===== src/rtl/rvsteel_gpio_arbiter_if.sv =====
// rvsteel_gpio_arbiter_if: GPIO register-port bus bundle shared by requesters and the peripheral
interface rvsteel_gpio_arbiter_if #(
  parameter int ADDR_WIDTH = 5
);
  logic [ADDR_WIDTH-1:0] rw_address;
  logic [31:0] write_data;
  logic [3:0] write_strobe;
  logic read_request;
  logic write_request;
  logic [31:0] read_data;
  logic read_response;
  logic write_response;
  modport master (
    output rw_address, write_data, write_strobe, read_request, write_request,
    input read_data, read_response, write_response
  );
  modport slave (
    input rw_address, write_data, write_strobe, read_request, write_request,
    output read_data, read_response, write_response
  );
endinterface


===== src/rtl/rvsteel_gpio_arbiter.sv =====
// rvsteel_gpio_arbiter: round-robin arbiter sharing one GPIO port between two masters, with response timeout
module rvsteel_gpio_arbiter #(
  parameter int ADDR_WIDTH = 5,
  parameter int TIMEOUT_CYCLES = 16
) (
  input logic clock,
  input logic reset_n,
  rvsteel_gpio_arbiter_if.slave m0,
  rvsteel_gpio_arbiter_if.slave m1,
  rvsteel_gpio_arbiter_if.master s,
  output logic timeout_error
);
  localparam logic [7:0] LIMIT = 8'(TIMEOUT_CYCLES - 1);
  typedef enum logic [1:0] {IDLE, ISSUE, WAIT, RESP} state_t;
  state_t state, state_next;
  logic last_grant, last_grant_next;
  logic grant, grant_next;
  logic op_read, op_read_next;
  logic [7:0] count, count_next;
  logic [ADDR_WIDTH-1:0] address, address_next;
  logic [31:0] write_data, write_data_next;
  logic [3:0] strobe, strobe_next;
  logic [31:0] read_data, read_data_next;
  logic read_request, read_request_next;
  logic write_request, write_request_next;
  logic [1:0] read_response, read_response_next;
  logic [1:0] write_response, write_response_next;
  logic timeout, timeout_next;
  logic req0, req1, pick, done;
  assign req0 = m0.read_request | m0.write_request;
  assign req1 = m1.read_request | m1.write_request;
  assign pick = (req0 & req1) ? ~last_grant : req1;
  assign done = op_read ? s.read_response : s.write_response;
  assign s.rw_address = address;
  assign s.write_data = write_data;
  assign s.write_strobe = strobe;
  assign s.read_request = read_request;
  assign s.write_request = write_request;
  assign m0.read_data = read_data;
  assign m1.read_data = read_data;
  assign m0.read_response = read_response[0];
  assign m1.read_response = read_response[1];
  assign m0.write_response = write_response[0];
  assign m1.write_response = write_response[1];
  assign timeout_error = timeout;
  // Next state and next value of every registered output; pulses default low.
  always_comb begin
    state_next = state;
    last_grant_next = last_grant;
    grant_next = grant;
    op_read_next = op_read;
    count_next = count;
    address_next = address;
    write_data_next = write_data;
    strobe_next = strobe;
    read_data_next = read_data;
    read_request_next = 1'b0;
    write_request_next = 1'b0;
    read_response_next = 2'b00;
    write_response_next = 2'b00;
    timeout_next = 1'b0;
    unique case (state)
      IDLE: if (req0 | req1) begin
        state_next = ISSUE;
        grant_next = pick;
        last_grant_next = (req0 & req1) ? pick : last_grant;
        address_next = pick ? m1.rw_address : m0.rw_address;
        write_data_next = pick ? m1.write_data : m0.write_data;
        strobe_next = pick ? m1.write_strobe : m0.write_strobe;
        op_read_next = pick ? m1.read_request : m0.read_request;
        read_request_next = op_read_next;
        write_request_next = ~op_read_next;
      end
      ISSUE: begin
        state_next = WAIT;
        count_next = 8'd0;
      end
      WAIT: if (done || count == LIMIT) begin
        state_next = RESP;
        read_data_next = done ? (op_read ? s.read_data : read_data) : 32'd0;
        timeout_next = ~done;
        read_response_next[grant] = op_read;
        write_response_next[grant] = ~op_read;
      end else begin
        count_next = count + 8'd1;
      end
      RESP: state_next = IDLE;
      default: state_next = IDLE;
    endcase
  end
  // FSM state, grant history and timeout counter.
  always_ff @(posedge clock or negedge reset_n) begin
    if (!reset_n) begin
      state <= IDLE;
      last_grant <= 1'b1;
      grant <= 1'b0;
      op_read <= 1'b0;
      count <= 8'd0;
    end else begin
      state <= state_next;
      last_grant <= last_grant_next;
      grant <= grant_next;
      op_read <= op_read_next;
      count <= count_next;
    end
  end
  // Registered bus outputs toward GPIO and back to the masters.
  always_ff @(posedge clock or negedge reset_n) begin
    if (!reset_n) begin
      address <= '0;
      write_data <= 32'd0;
      strobe <= 4'd0;
      read_data <= 32'd0;
      read_request <= 1'b0;
      write_request <= 1'b0;
      read_response <= 2'b00;
      write_response <= 2'b00;
      timeout <= 1'b0;
    end else begin
      address <= address_next;
      write_data <= write_data_next;
      strobe <= strobe_next;
      read_data <= read_data_next;
      read_request <= read_request_next;
      write_request <= write_request_next;
      read_response <= read_response_next;
      write_response <= write_response_next;
      timeout <= timeout_next;
    end
  end
endmodule


===== src/flat_wrapper.sv =====
// flat-port wrapper written by rule: the top's interface ports become plain ports
module rvsteel_gpio_arbiter_flat 
#(
  parameter int ADDR_WIDTH = 5,
  parameter int TIMEOUT_CYCLES = 16
)
  (clock, reset_n, timeout_error, m0_rw_address, m0_write_data, m0_write_strobe, m0_read_request, m0_write_request, m0_read_data, m0_read_response, m0_write_response, m1_rw_address, m1_write_data, m1_write_strobe, m1_read_request, m1_write_request, m1_read_data, m1_read_response, m1_write_response, s_rw_address, s_write_data, s_write_strobe, s_read_request, s_write_request, s_read_data, s_read_response, s_write_response);
  rvsteel_gpio_arbiter_if #(.ADDR_WIDTH(ADDR_WIDTH)) m0_i ();
  rvsteel_gpio_arbiter_if #(.ADDR_WIDTH(ADDR_WIDTH)) m1_i ();
  rvsteel_gpio_arbiter_if #(.ADDR_WIDTH(ADDR_WIDTH)) s_i ();
  input logic clock;
  input logic reset_n;
  output logic timeout_error;
  input wire logic [$bits(m0_i.rw_address)-1:0] m0_rw_address;
  input wire logic [$bits(m0_i.write_data)-1:0] m0_write_data;
  input wire logic [$bits(m0_i.write_strobe)-1:0] m0_write_strobe;
  input wire logic [$bits(m0_i.read_request)-1:0] m0_read_request;
  input wire logic [$bits(m0_i.write_request)-1:0] m0_write_request;
  output wire logic [$bits(m0_i.read_data)-1:0] m0_read_data;
  output wire logic [$bits(m0_i.read_response)-1:0] m0_read_response;
  output wire logic [$bits(m0_i.write_response)-1:0] m0_write_response;
  input wire logic [$bits(m1_i.rw_address)-1:0] m1_rw_address;
  input wire logic [$bits(m1_i.write_data)-1:0] m1_write_data;
  input wire logic [$bits(m1_i.write_strobe)-1:0] m1_write_strobe;
  input wire logic [$bits(m1_i.read_request)-1:0] m1_read_request;
  input wire logic [$bits(m1_i.write_request)-1:0] m1_write_request;
  output wire logic [$bits(m1_i.read_data)-1:0] m1_read_data;
  output wire logic [$bits(m1_i.read_response)-1:0] m1_read_response;
  output wire logic [$bits(m1_i.write_response)-1:0] m1_write_response;
  output wire logic [$bits(s_i.rw_address)-1:0] s_rw_address;
  output wire logic [$bits(s_i.write_data)-1:0] s_write_data;
  output wire logic [$bits(s_i.write_strobe)-1:0] s_write_strobe;
  output wire logic [$bits(s_i.read_request)-1:0] s_read_request;
  output wire logic [$bits(s_i.write_request)-1:0] s_write_request;
  input wire logic [$bits(s_i.read_data)-1:0] s_read_data;
  input wire logic [$bits(s_i.read_response)-1:0] s_read_response;
  input wire logic [$bits(s_i.write_response)-1:0] s_write_response;
  assign m0_i.rw_address = m0_rw_address;
  assign m0_i.write_data = m0_write_data;
  assign m0_i.write_strobe = m0_write_strobe;
  assign m0_i.read_request = m0_read_request;
  assign m0_i.write_request = m0_write_request;
  assign m0_read_data = m0_i.read_data;
  assign m0_read_response = m0_i.read_response;
  assign m0_write_response = m0_i.write_response;
  assign m1_i.rw_address = m1_rw_address;
  assign m1_i.write_data = m1_write_data;
  assign m1_i.write_strobe = m1_write_strobe;
  assign m1_i.read_request = m1_read_request;
  assign m1_i.write_request = m1_write_request;
  assign m1_read_data = m1_i.read_data;
  assign m1_read_response = m1_i.read_response;
  assign m1_write_response = m1_i.write_response;
  assign s_rw_address = s_i.rw_address;
  assign s_write_data = s_i.write_data;
  assign s_write_strobe = s_i.write_strobe;
  assign s_read_request = s_i.read_request;
  assign s_write_request = s_i.write_request;
  assign s_i.read_data = s_read_data;
  assign s_i.read_response = s_read_response;
  assign s_i.write_response = s_write_response;
  rvsteel_gpio_arbiter #(.ADDR_WIDTH(ADDR_WIDTH), .TIMEOUT_CYCLES(TIMEOUT_CYCLES)) u_core (.clock(clock), .reset_n(reset_n), .m0(m0_i), .m1(m1_i), .s(s_i), .timeout_error(timeout_error));
endmodule

===== config.mk =====
export PLATFORM = sky130hd
export DESIGN_NAME = rvsteel_gpio_arbiter_flat
export DESIGN_NICKNAME = d
export VERILOG_FILES = /design/src/rtl/rvsteel_gpio_arbiter_if.sv /design/src/rtl/rvsteel_gpio_arbiter.sv /design/src/flat_wrapper.sv
export SDC_FILE = /design/constraint.sdc
export NUM_CORES = 1
export LEC_CHECK = 0
export ABC_AREA = 1
export ABC_CLOCK_PERIOD_IN_PS = 3850
export CORE_MARGIN = 2
export CORE_UTILIZATION = 65
export CTS_BUF_LIST = sky130_fd_sc_hd__clkbuf_4 sky130_fd_sc_hd__clkbuf_8 sky130_fd_sc_hd__clkbuf_16
export CTS_CLUSTER_DIAMETER = 50
export DETAILED_ROUTE_END_ITERATION = 7
export DONT_BUFFER_PORTS = 1
export HOLD_SLACK_MARGIN = 0.06
export PLACE_DENSITY = 0.85
export SYNTH_ARGS = -nofsm -noshare
export SYNTH_HDL_FRONTEND = slang
export SYNTH_SLANG_ARGS = --single-unit

===== constraint.sdc =====
create_clock -name clock -period 3.85 [get_ports clock]
set_input_delay 0.77 -clock clock [delete_from_list [all_inputs] [get_ports clock]]
set_output_delay 0.77 -clock clock [all_outputs]
set_load 0.01 [all_outputs]

==> results of run 1 <==
-- metal layers --
metal	wire length [µm]	up-vias
li1	-	1835
met1	4120	1691
met2	5130	175
met3	916	21
met4	287	0
met5	0	-
-- flip-flops by register name (all words and copies together) (netlist names), 2 cells and up --
name and count:
u_core.s.write_strobe 4, u_core.read_response 2, u_core.write_response 2, u_core.s.rw_address 5
u_core.s.write_data 32, u_core.count 8, u_core.state 2, u_core.m0.read_data 32
-- worst max-delay path: stages (launching register included) --
cell,delay [ps]
dfrtp_1,410
inv_1,90
ha_1,280
inv_1,90
nor2_2,110
buf_4,380
inv_2,390
nand2_1,130
o21ai_0,100
-- logic make-up after synthesis --
logic type / after synthesis / synth area share
xor+xnor: 1 / 0.00180
buf+inv: 123 / 0.134
compound gates: 48 / 0.0501
simple gates: 374 / 0.326
fa+ha+maj: 4 / 0.0103
flops: 93 / 0.478
-- cell usage in the layout, fill, tap and decap left out, types with 4 or more instances in the layout --
master	count
buf_4	4
nor2_1	59
inv_1	56
dfrtp_1	92
nand2_1	257
nand3b_1	32
clkbuf_8	11
o21ai_1	42
ha_1	4
nand3_1	17
inv_2	6
-- worst paths after layout --
| kind | slack (ps) | end | start |
|---|---|---|---|
| setup / recovery | 1730 | u_core.s.rw_address[3] | u_core.state[1] |
| hold / removal | 100 | u_core.m0.read_data[6] | reset_n |
| setup reg to reg | 1730 | u_core.s.rw_address[3] | u_core.state[1] |
| hold reg to reg | 510 | u_core.write_response[0] | u_core.grant |
| max in group asynchronous | 3550 | u_core.last_grant | reset_n |
| min in group clock | 510 | u_core.write_response[0] | u_core.grant |
-- per-stage QoR --
stage                     instance area, µm²  instances  power [mW]   util
after floorplan                         4870        643        3.26      -
after global placement                  4610        685        3.25  0.636
after detailed placement                4610        685        3.34  0.636
after CTS                               4820        701        4.01  0.665
after global routing                    4820        701        4.30  0.665
final                                   4820        701        3.98  0.665
-- cell type report --
type                    instances  area, µm²  share of cell area
clock buffers                  11        151              0.0314
clock inverters                 5       58.8              0.0122
inverters                      62        233              0.0483
multi-input cells             427       1900               0.393
flip-flops and latches         93       2330               0.483
well taps                      99        124              0.0257
repair buffers                  4       30.0             0.00623
-- power groups by stage --
stage / Combinational [mW] / Sequential [mW] / Clock (mW)
final: 1.24 / 2.07 / 0.669
after global routing: 1.46 / 2.12 / 0.726
after CTS: 1.26 / 2.07 / 0.683
after detailed placement: 1.26 / 2.08 / 0
after global placement: 1.18 / 2.07 / 0
after floorplan: 1.40 / 1.86 / 0
==> results.toml, run 1 <==
[clock_tree]
cts_made_buffers = 9
cts_tree = "done"
clk_pin_slew_worst_paths_ps = 90
root_buffer = "clkbuf_8"
htree_num_levels = 3
clockBufferDepth = 2
clock_latency_ps = 360
hold_buffers = 0
ctsResizeCount = 0
cts_setup_buffers = 0
clock_sinks = 93

[route]
viasPerCell = 5.31
drt_first_iter_violations = 100
drc_errors = 0
vias = 3722
drt_first_pass_iters = 4
ant_nets = 0
post_drt_wl_per_cell_um = 14.9
wl_mm = 10.5

[synthesis]
synth_nets = 769
async_reset_ff_frac = 1.00
synth_largest_area_cell = "dfrtp_1"
seq_area_frac_synth = 0.478
yosys_warnings = 0
syn_area_per_cell_um2 = 7.58
syn_area_um2 = 4870
synth_area_leaders = "dfrtp_1, nand2_1, buf_4"
ys.flop_type = "dfrtp_1"
synth_edf_count = 0
synth_common_cells = "nand2_1, dfrtp_1, nor2_1, inv_1, o21ai_1"
netlist_instances = 643
synth.most_common_cell = "nand2_1"
ys_types = 23
yosys_register_bits = 93
synth_top_area_share = 0.472

[power]
p_per_area_nw_per_um2 = 825
power_leakage_nw = 2.61
comb_power_share = 0.312
seq_power_share = 0.520
swShare = 0.456
intPower_mw = 2.17
peakVddDrop_mv = 0.488
switchingPower_mw = 1.81
clkPwrFrac = 0.168

[global_routing]
grt_max_degree = 94
gr-usage-met2 = 0.434
antenna_found_initial = 0
grt_pass1_wl_mm = 16.9
met3_usage = 0.0910
top_usage_layer = "met2"
grt-ovfl-total = 0
track_usage = 0.256
grt_use_met1 = 0.290
grt_pass1_vias = 3675

[timing]
slew_violations = 0
worst_pin_slew_ps = 825
whs_ps = 99.8
report.final.hold_viol_count = 0
finalSetupViolations = 0
fin_tns_setup_ps = 0
timing.final.crit_period_ps = 2120
setup_ws_ps = 1730
fin_crit_sh = 0.552
max_slew_margin = 0.448
clock.fmax_mhz = 471
finClkSkew_ps = 12.7
grt_setup_unrepaired = "no"

[cells_and_area]
n_fill_cell = 605
synthToLayoutAreaGrowth_pct = -1.08
fin_nets = 723
drive_gt1_frac = 0.0615
diodes = 0

[placement]
port_buffers = 0
gp_congestion = 0.853
place_hpwl_mm = 7.41
preCtsSetupSlack_ps = 1500

[floorplan]
die_h_um = 90.6
pin_count = 234
initial_utilization = 0.672
die_w_um = 90.6
core-area_um2 = 7250
rows = 31
die-area_um2 = 8210

[worst_setup_path]
required_ps = 4070
arrival_ps = 2350
crit_path_start_kind = "flop"
crit_path_max_fanout = 45
path_class = "reg -> reg"
cp-end-kind = "flop"
r2r_cells = 8

[run]
drv_cap = 0

[run_status]
status = "finished clean"

[hold_path]
hp-class = "in -> async"
Power figures use the tool's default switching activity.
==> run 2: changes to the inputs <==
--- a/config.mk
+++ b/config.mk
@@ -6,15 +6,15 @@
 export NUM_CORES = 1
 export LEC_CHECK = 0
 export ABC_AREA = 1
-export ABC_CLOCK_PERIOD_IN_PS = 3850
+export ABC_CLOCK_PERIOD_IN_PS = 2200
 export CORE_MARGIN = 2
-export CORE_UTILIZATION = 65
+export CORE_UTILIZATION = 64
 export CTS_BUF_LIST = sky130_fd_sc_hd__clkbuf_4 sky130_fd_sc_hd__clkbuf_8 sky130_fd_sc_hd__clkbuf_16
 export CTS_CLUSTER_DIAMETER = 50
 export DETAILED_ROUTE_END_ITERATION = 7
 export DONT_BUFFER_PORTS = 1
 export HOLD_SLACK_MARGIN = 0.06
-export PLACE_DENSITY = 0.85
+export PLACE_DENSITY = 0.84
 export SYNTH_ARGS = -nofsm -noshare
 export SYNTH_HDL_FRONTEND = slang
 export SYNTH_SLANG_ARGS = --single-unit
==> constraint.sdc (replaced) <==
create_clock -name clock -period 2.2 [get_ports clock]
set_input_delay 0.44 -clock clock [delete_from_list [all_inputs] [get_ports clock]]
set_output_delay 0.44 -clock clock [all_outputs]
set_load 0.01 [all_outputs]
==> run 2 against run 1 <==
Effect of this change:
- the flow now finishes with violations (hold timing)
- sequential power increased by 75%
- sequential cell count is the same
- non-clock buffer count increased by 3
- clock-buffer cell count rose by 1
- register-to-register slack worse by 1400 ps
- power is 80% higher
- final cell count grew 0.43%
- sequential share of layout area is 0.55 points lower
- clock skew rose by 1.8 ps
- fmax rose by 12%
- die area increased by 1.5%
- critical path depth unchanged
- critical path type unchanged
==> results.toml, run 2 (synthesized netlist as in run 1, its figures left out) <==
[global_routing]
track_usage = 0.257
grt-ovfl-total = 0
antenna_found_initial = 0
grt_max_degree = 94
grt_pass1_vias = 3595
grt_pass1_wl_mm = 17.0

[route]
vias = 3793
viasPerCell = 5.39
wl_mm = 10.5
drt_first_iter_violations = 130
drc_errors = 0
drt_first_pass_iters = 4
ant_nets = 0
post_drt_wl_per_cell_um = 14.9

[timing]
finClkSkew_ps = 14.5
worst_pin_slew_ps = 702
finalSetupViolations = 0
timing.final.crit_period_ps = 1900
fin_tns_setup_ps = 0
max_slew_margin = 0.531
fin_crit_sh = 0.862
clock.fmax_mhz = 527
grt_setup_unrepaired = "no"
whs_ps = -235
slew_violations = 0
report.final.hold_viol_count = 93

[clock_tree]
clk_pin_slew_worst_paths_ps = 90
clock_latency_ps = 360
clock_sinks = 93
cts_tree = "done"
ctsResizeCount = 0
root_buffer = "clkbuf_8"
clockBufferDepth = 2
cts_made_buffers = 9
htree_num_levels = 3
cts_setup_buffers = 0

[run_status]
status = "finished with violations"
violations = "hold timing"

[placement]
place_hpwl_mm = 7.58
gp_congestion = 0.958
port_buffers = 0

[power]
peakVddDrop_mv = 0.645
intPower_mw = 3.97
clkPwrFrac = 0.186
comb_power_share = 0.308
swShare = 0.445
p_per_area_nw_per_um2 = 1470
switchingPower_mw = 3.19
power_leakage_nw = 2.64
seq_power_share = 0.506

[worst_setup_path]
required_ps = 2450
cp-end-kind = "flop"
path_class = "reg -> reg"
path_cells = "ha_1 > nand2_2 > nor2_4 > nand3_4 > nand2_4 > nand2_4 > nand2_1 > nand2_1"
crit_path_start_kind = "flop"
startpoint = "u_core.count[0]"
rr_startpoint = "u_core.count[0]"
crit_path_max_fanout = 35
cp_slowest_cell = "dfrtp_1"
slowest_delay_ps = 400
arrival_ps = 2140

[floorplan]
rows = 31
initial_utilization = 0.665
die-area_um2 = 8330
core-area_um2 = 7330
die_w_um = 91.3
pin_count = 234
die_h_um = 91.3

[run]
drv_cap = 0

[cells_and_area]
synthToLayoutAreaGrowth_pct = 0.0514
fin_nets = 726
mostFrequentLayoutCell = "nand2_1"
diodes = 0
seq_area_um2 = 2330
reg_top3 = "u_core.m0.read_data (32), u_core.s.write_data (32), u_core.count (8)"
drive_gt1_frac = 0.0661
mostFrequentLayoutCells = "nand2_1, dfrtp_1, nor2_1, inv_1, o21ai_1"
multiInputGateArea_um2 = 1900
finish.utilization = 0.665
n_fill_cell = 586

[hold_path]
hp-class = "in -> async"
-- run 2: layout make-up --
type,instances,area share
clock buffer,12,0.0339
clock inverter,4,0.0159
inverter,62,0.0477
multi-input combinational,427,0.389
sequential,93,0.477
tap,99,0.0254
timing repair buffer,7,0.0108
-- run 2: metal layers --
| metal | vias up | GRT usage | wire length, µm |
|---|---|---|---|
| li1 | 1836 | - | - |
| met1 | 1738 | 0.296 | 4080 |
| met2 | 197 | 0.446 | 5310 |
| met3 | 22 | 0.0714 | 851 |
| met4 | 0 | 0.117 | 275 |
| met5 | - | 0 | 0 |
-- run 2: per-stage QoR --
step	setup WS (ps)	area, µm²	power, mW	cells
CTS	304	4880	7.21	704
global placement	445	4630	5.73	688
floorplan	805	4870	5.70	643
global route	165	4880	7.71	704
detailed placement	313	4630	5.88	688
finish	303	4880	7.15	704
-- run 2: path summary, 6_finish.rpt --
kind | slack, ps | depth (start not counted) | endpoint
max | 300 | 8 | u_core.m0.read_data[3]
min | -240 | 0 | u_core.m0.read_data[5]
max reg2reg | 300 | 8 | u_core.m0.read_data[3]
min reg2reg | 510 | 2 | u_core.last_grant
max in group asynchronous | 2220 | 0 | u_core.last_grant
min in group clock | 240 | 2 | u_core.s.write_data[29]
-- run 2: power by group through the flow --
stage	clock network [mW]	registers (mW)	logic, mW
after floorplan	0	3.26	2.44
after global placement	0	3.63	2.10
after detailed placement	0	3.64	2.24
after CTS	1.36	3.62	2.23
after global routing	1.43	3.70	2.58
final	1.33	3.62	2.20
-- run 2: critical path, delay by kind of cell, from the launching register on --
kind | cells | cell delay (ps)
flip-flops | 1 | 400
AND/OR/NAND/NOR | 7 | 1150
adder cells (fa/ha/maj) | 1 | 220
==> patch 1: new RTL, flow settings as in run 1 <==
Take the reset off `address`, `write_data` and `read_data` and load them in a clocked block of their own.
--- a/src/rtl/rvsteel_gpio_arbiter.sv
+++ b/src/rtl/rvsteel_gpio_arbiter.sv
@@ -107,20 +107,14 @@
   // Registered bus outputs toward GPIO and back to the masters.
   always_ff @(posedge clock or negedge reset_n) begin
     if (!reset_n) begin
-      address <= '0;
-      write_data <= 32'd0;
       strobe <= 4'd0;
-      read_data <= 32'd0;
       read_request <= 1'b0;
       write_request <= 1'b0;
       read_response <= 2'b00;
       write_response <= 2'b00;
       timeout <= 1'b0;
     end else begin
-      address <= address_next;
-      write_data <= write_data_next;
       strobe <= strobe_next;
-      read_data <= read_data_next;
       read_request <= read_request_next;
       write_request <= write_request_next;
       read_response <= read_response_next;
@@ -128,5 +122,11 @@
       timeout <= timeout_next;
     end
   end
+
+  always_ff @(posedge clock) begin
+    address    <= address_next;
+    write_data <= write_data_next;
+    read_data  <= read_data_next;
+  end
 endmodule
 
Behaviour: not the same (a bounded check fails within 4 cycles, from zero or initial values and one cycle with reset_n low).
==> patch 1 against run 1 <==
Cell count shrank 31%. Setup slack lost 0.24 ns. Area after synthesis shrank 13%. Total power shrank 22%. Wire length shrank 17%. Synthesized cell count shrank 33%. Sequential cell count is the same. Combinational power shrank 45%. Final area shrank 12%. Critical endpoint is now u_core.m0.read_data[26]. Largest power group unchanged. Highest routed layer unchanged.
==> patch 1: results (changes against run 1) <==
Timing
  • Clk_skew: 0.0127 ns (+0.0000270 ns)
  • Worst slew pin tran: 0.940 ns (+0.115 ns)

Setup path
  • Crit path DAT: 2.33 ns (-0.02 ns)
  • CP top delay family: compound AO/OA/AOI/OAI gates
  • Critical-path top delay cell: a21oi_4
  • CP Max Fanout: 33 (-27%)
  • CP max stage delay: 0.75 ns (+0.34 ns)

Layout
  • Layout cell share with drive strength beyond 1: 7.14% (+1.0 points)
  • Fin nets: 527 (-27%)
  • Final Non-Filler Cells: 483 (-31%)
  • # fillers: 470 (-22%)

Logic synthesis
  • Syn Nets: 559 (-27%)
  • Post-synth EDFFs: 69 (+69)
  • Post-synth ARST share: 25.8% (-74 points)
  • Post-Synthesis Cells: 433 (-33%)
  • Ys flop type: edfxtp_1
  • Library cells used by synthesis: 23 (unchanged)
  • Synth top cells by count: nand2_1, edfxtp_1, nor2_1
  • Register area share after synthesis: 63.0% (+15 points)
  • Synth top area cells: edfxtp_1, dfrtp_1, nand2_1

Detailed routing
  • First DRT Iteration DRCs: 132 (+32%)
  • Drt first pass iters: 5 (+1)
  • DR WL/cell: 18.0 um (+21%)
  • Vias per inst: 5.62 (+5.9%)

Place
  • Placed Cells: 467 (-32%)
  • Routability cong.: 0.859 (+0.70%)
  • Post-detail-place hpwl: 6580 um (-11%)
  • Port-buffer cells: 0 (unchanged)
  • Placed Area: 4050 um^2 (-12%)
  • Setup WS pre-CTS: 1.22 ns (-0.279 ns)

CTS
  • Clock buffer depth: 2 (unchanged)
  • CTS H-tree lvls: 3 (unchanged)
  • CTS Root Cell: clkbuf_8
  • Post-CTS Resized: 0 (unchanged)
  • Num CTS Buffers: 9 (unchanged)
  • Clock Pin Slew Worst Setup and Hold Paths: 0.10 ns

Power
  • Peak supply drop: 0.000509 V (+4.4%)
  • Leakage: 1.89 nW (-27%)
  • Internal Pwr Total: 1.92 mW (-11%)

Global routing
  • First-pass GRT wire length: 13100 um (-23%)
  • GRT Util Overall: 23.9% (-1.7 points)
  • Largest net degree at the start of global routing: 46 (-51%)
  • Vias in the first global route: 2620 (-29%)

Outcome
  • Status: finished, final reports clean

Worst hold path
  • Worst Hold Class: input pin to async pin
-- patch 1: layout make-up --
| type | instances | area share [%] |
|---|---|---|
| inverters | 48 | 4.27 |
| well taps | 77 | 2.28 |
| clock buffers | 10 | 3.11 |
| clock inverters | 6 | 1.10 |
| flip-flops and latches | 93 | 63.3 |
| repair buffers | 1 | 0.178 |
| multi-input cells | 248 | 25.8 |
-- patch 1: worst paths after layout --
kind,start,end,slack [ns],cells past startpoint
setup / recovery,u_core.op_read,u_core.m0.read_data[26],1.48,7
hold / removal,reset_n,u_core.read_response[1],0.10,0
setup reg to reg,u_core.op_read,u_core.m0.read_data[26],1.48,7
hold reg to reg,u_core.last_grant,u_core.last_grant,0.50,2
max in group asynchronous,reset_n,u_core.last_grant,3.56,0
min in group clock,u_core.last_grant,u_core.last_grant,0.50,2
-- patch 1: metrics by stage --
stage / hold WS [ns] / util (%)
finish: 0.104 / 66.5
global route: 0.0792 / 66.5
CTS: 0.0928 / 66.5
detailed placement: 0.475 / 63.7
global placement: 0.475 / 63.7
floorplan: 0.453 / -
-- patch 1: cell families (layout without fill, tap and decap cells) --
kind of cell / after synthesis / after routing / share of synthesized area [%]
AOI/OAI and AO/OA: 19 / 19 / 2.24
buffers and inverters: 92 / 65 / 11.6
xor gates and xnor gates: 4 / 4 / 0.826
adders and majority gates: 4 / 4 / 1.18
and+or+nand+nor: 221 / 221 / 21.1
DFF: 93 / 93 / 63.0
-- patch 1: power by group through the flow --
stage          clock [mW]  combinational [mW]  sequential (mW)
6_report            0.588               0.676             1.84
5_1_grt             0.635               0.776             1.87
4_1_cts             0.596               0.682             1.84
3_5_place_dp            0               0.685             1.86
3_3_place_gp            0               0.643             1.86
2_1_floorplan           0               0.674             1.76
-- patch 1: metal layers --
layer / vias up / global-route usage, % / share of wire, % / wire, um
met4: 0 / 9.67 / 2.3 / 199
met3: 20 / 6.19 / 7.2 / 624
met2: 146 / 41.9 / 54 / 4720
met1: 1291 / 28.2 / 36 / 3160
li1: 1259 / - / - / -
met5: - / 0 / 0 / 0
==> patch 2: new RTL, config.mk and constraints of run 1 <==
Without the edit above. `ADDR_WIDTH` is set to 5 in 3 places; all go to 6.
--- a/src/rtl/rvsteel_gpio_arbiter_if.sv
+++ b/src/rtl/rvsteel_gpio_arbiter_if.sv
@@ -1,6 +1,6 @@
 // rvsteel_gpio_arbiter_if: GPIO register-port bus bundle shared by requesters and the peripheral
 interface rvsteel_gpio_arbiter_if #(
-  parameter int ADDR_WIDTH = 5
+  parameter int ADDR_WIDTH = 6
 );
   logic [ADDR_WIDTH-1:0] rw_address;
   logic [31:0] write_data;
--- a/src/rtl/rvsteel_gpio_arbiter.sv
+++ b/src/rtl/rvsteel_gpio_arbiter.sv
@@ -1,6 +1,6 @@
 // rvsteel_gpio_arbiter: round-robin arbiter sharing one GPIO port between two masters, with response timeout
 module rvsteel_gpio_arbiter #(
-  parameter int ADDR_WIDTH = 5,
+  parameter int ADDR_WIDTH = 6,
   parameter int TIMEOUT_CYCLES = 16
 ) (
   input logic clock,
--- a/src/flat_wrapper.sv
+++ b/src/flat_wrapper.sv
@@ -1,7 +1,7 @@
 // flat-port wrapper written by rule: the top's interface ports become plain ports
 module rvsteel_gpio_arbiter_flat 
 #(
-  parameter int ADDR_WIDTH = 5,
+  parameter int ADDR_WIDTH = 6,
   parameter int TIMEOUT_CYCLES = 16
 )
   (clock, reset_n, timeout_error, m0_rw_address, m0_write_data, m0_write_strobe, m0_read_request, m0_write_request, m0_read_data, m0_read_response, m0_write_response, m1_rw_address, m1_write_data, m1_write_strobe, m1_read_request, m1_write_request, m1_read_data, m1_read_response, m1_write_response, s_rw_address, s_write_data, s_write_strobe, s_read_request, s_write_request, s_read_data, s_read_response, s_write_response);
Ports: changed (resized m0_rw_address, m1_rw_address and s_rw_address); port bits go from 234 to 237. No check against the original RTL was run, so the function may have changed too.
==> patch 2 against run 1 <==
Setup slack gained 0.024 ns. First-iteration DRC count grew 61%. Cell count shrank 16%. Worst hold slack gained 0.00074 ns. Clock skew shrank 0.0028 ns. Non-clock buffer count shrank 1. Total power grew 0.71%. Via count shrank 6.8%. Sequential cell count grew 1. Area after synthesis shrank 3.1%. Wire length shrank 1.3%. Final area shrank 3.5%. Critical path type unchanged.
==> patch 2: results (changes against run 1) <==
CTS
  • Worst-skew pair later-pin latency: 0.35 ns
  • CTS H-tree lvls: 3 (unchanged)
  • Post-CTS Setup Inserts: 0 (unchanged)
  • Num CTS Buffers: 9 (unchanged)
  • Post-CTS Resized: 0 (unchanged)
  • Clock buffer depth: 2 (unchanged)
  • CTS Root Cell: clkbuf_8
  • Clock Pin Slew Worst Setup and Hold Paths: 0.09 ns (about the same)

Layout
  • Largest registers: u_core.m0.read_data (32), u_core.s.write_data (32), u_core.count (8)
  • Layout cell share with drive strength beyond 1: 18.9% (+13 points)
  • # diodes: 0 (unchanged)
  • Fin nets: 615 (-15%)
  • # fillers: 605 (unchanged)

Global routing
  • Antenna violations before repair: 0 (unchanged)
  • GRT Util Overall: 24.2% (-1.4 points)
  • First-pass GRT wire length: 14800 um (-12%)
  • Vias in the first global route: 3051 (-17%)
  • Largest net degree at the start of global routing: 95 (+1.1%)

Detailed routing
  • First DRT Iteration DRCs: 161 (+61%)
  • Vias after detailed routing: 3469 (-6.8%)
  • Drt first pass iters: 5 (+1)
  • DR WL/cell: 17.5 um (+17%)

Power
  • Leakage: 2.06 nW (-21%)
  • Clk. pwr: 0.702 mW (+4.9%)
  • Sequential power: 2.04 mW
  • Peak supply drop: 0.000395 V (-19%)
  • Sw power: 1.79 mW (-1.4%)
  • PwrDens: 861 nW/um^2 (+4.3%)

Logic synthesis
  • Synth warn: 0 (unchanged)
  • Library cells used by synthesis: 28 (+22%)
  • Syn Nets: 664 (-14%)
  • Post-synth top area share: 49.3% (+2.1 points)
  • Register area share after synthesis: 49.8% (+2.1 points)
  • Synth top area cells: dfrtp_1, a21oi_1, nand2_1
  • Post-synth ARST share: 100% (unchanged)
  • Ys flop type: dfrtp_1
  • Synth top cells by count: dfrtp_1, a21oi_1, nand2_1

Outcome
  • Status: finished, final reports clean

Setup path
  • R2r setup slk: 1.75 ns (+0.02 ns)
  • Reg2reg path depth: 7 (-1)
  • CP Max Fanout: 64 (+42%)
  • Critical-path top delay cell: nand2_4
  • Worst R2R Start: u_core.state[0]
  • FF-to-FF End: u_core.m0.read_data[31]
  • CP max stage delay: 0.51 ns (+0.10 ns)
  • Crit path DAT: 2.31 ns (-0.04 ns)
  • CP top delay family: simple AND/OR/NAND/NOR gates

Place
  • Post-detail-place hpwl: 7060 um (-4.7%)
  • Routability cong.: 0.833 (-2.3%)
  • Port-buffer cells: 0 (unchanged)

Timing
  • Rel. slew slack: 35.2% (-9.6 points)
  • Clk_skew: 0.00989 ns (-0.00282 ns)

Worst hold path
  • Worst Hold Class: input pin to async pin
patch 2: changes by cell type after synthesis, moves of 34 or more:
cell / change
inv_1: -44
a21oi_1: +78
nand2_1: -180
nand3_1: +34
o21ai_1: -37
patch 2: logic make-up (layout without fill, tap and decap cells):
kind of cell | Yosys count | count (layout) | share of synthesized area (%)
adder cells (fa/ha/maj) | 4 | 4 | 1.06
flip-flops | 94 | 94 | 49.8
AND/OR/NAND/NOR | 224 | 224 | 21.8
buffers and inverters | 80 | 35 | 10.4
AO/OA/AOI/OAI | 133 | 133 | 16.8
XOR/XNOR | 1 | 1 | 0.186
patch 2: worst max path at each step:
stage,start,cells past startpoint,to
detailed placement,s_read_response,7,u_core.m0.read_data[31]
CTS,u_core.state[0],7,u_core.m0.read_data[31]
global placement,s_read_response,7,u_core.m0.read_data[31]
global route,u_core.state[0],7,u_core.m0.read_data[30]
finish,u_core.state[0],7,u_core.m0.read_data[31]
floorplan,m1_write_request,7,u_core.s.write_data[13]
patch 2: through the flow:
step	cells	utilization [%]	worst slack, ns	instance area [um^2]	hold WS, ns
6_report	590	65.2	1.75	4650	0.101
5_1_grt	590	65.2	1.58	4650	0.0844
4_1_cts	590	65.2	1.76	4650	0.0879
3_5_place_dp	575	62.3	1.66	4440	0.476
3_3_place_gp	575	62.3	1.74	4440	0.476
2_1_floorplan	536	-	2.23	4720	0.445
patch 2: layout make-up:
type	count	area, um^2	area share [%]
well taps	99	124	2.66
clock inverters	4	72.6	1.56
multi-input cells	362	1880	40.4
flip-flops and latches	94	2350	50.6
clock buffers	11	139	2.98
repair buffers	3	22.5	0.484
inverters	17	63.8	1.37
patch 2: layer usage:
layer	global-route usage [%]	wire (um)	part of all wire, %
met1	30.2	4000	39
met2	41.1	5300	51
met3	6.46	925	9.0
met4	8.01	97	0.94
met5	0	0	0
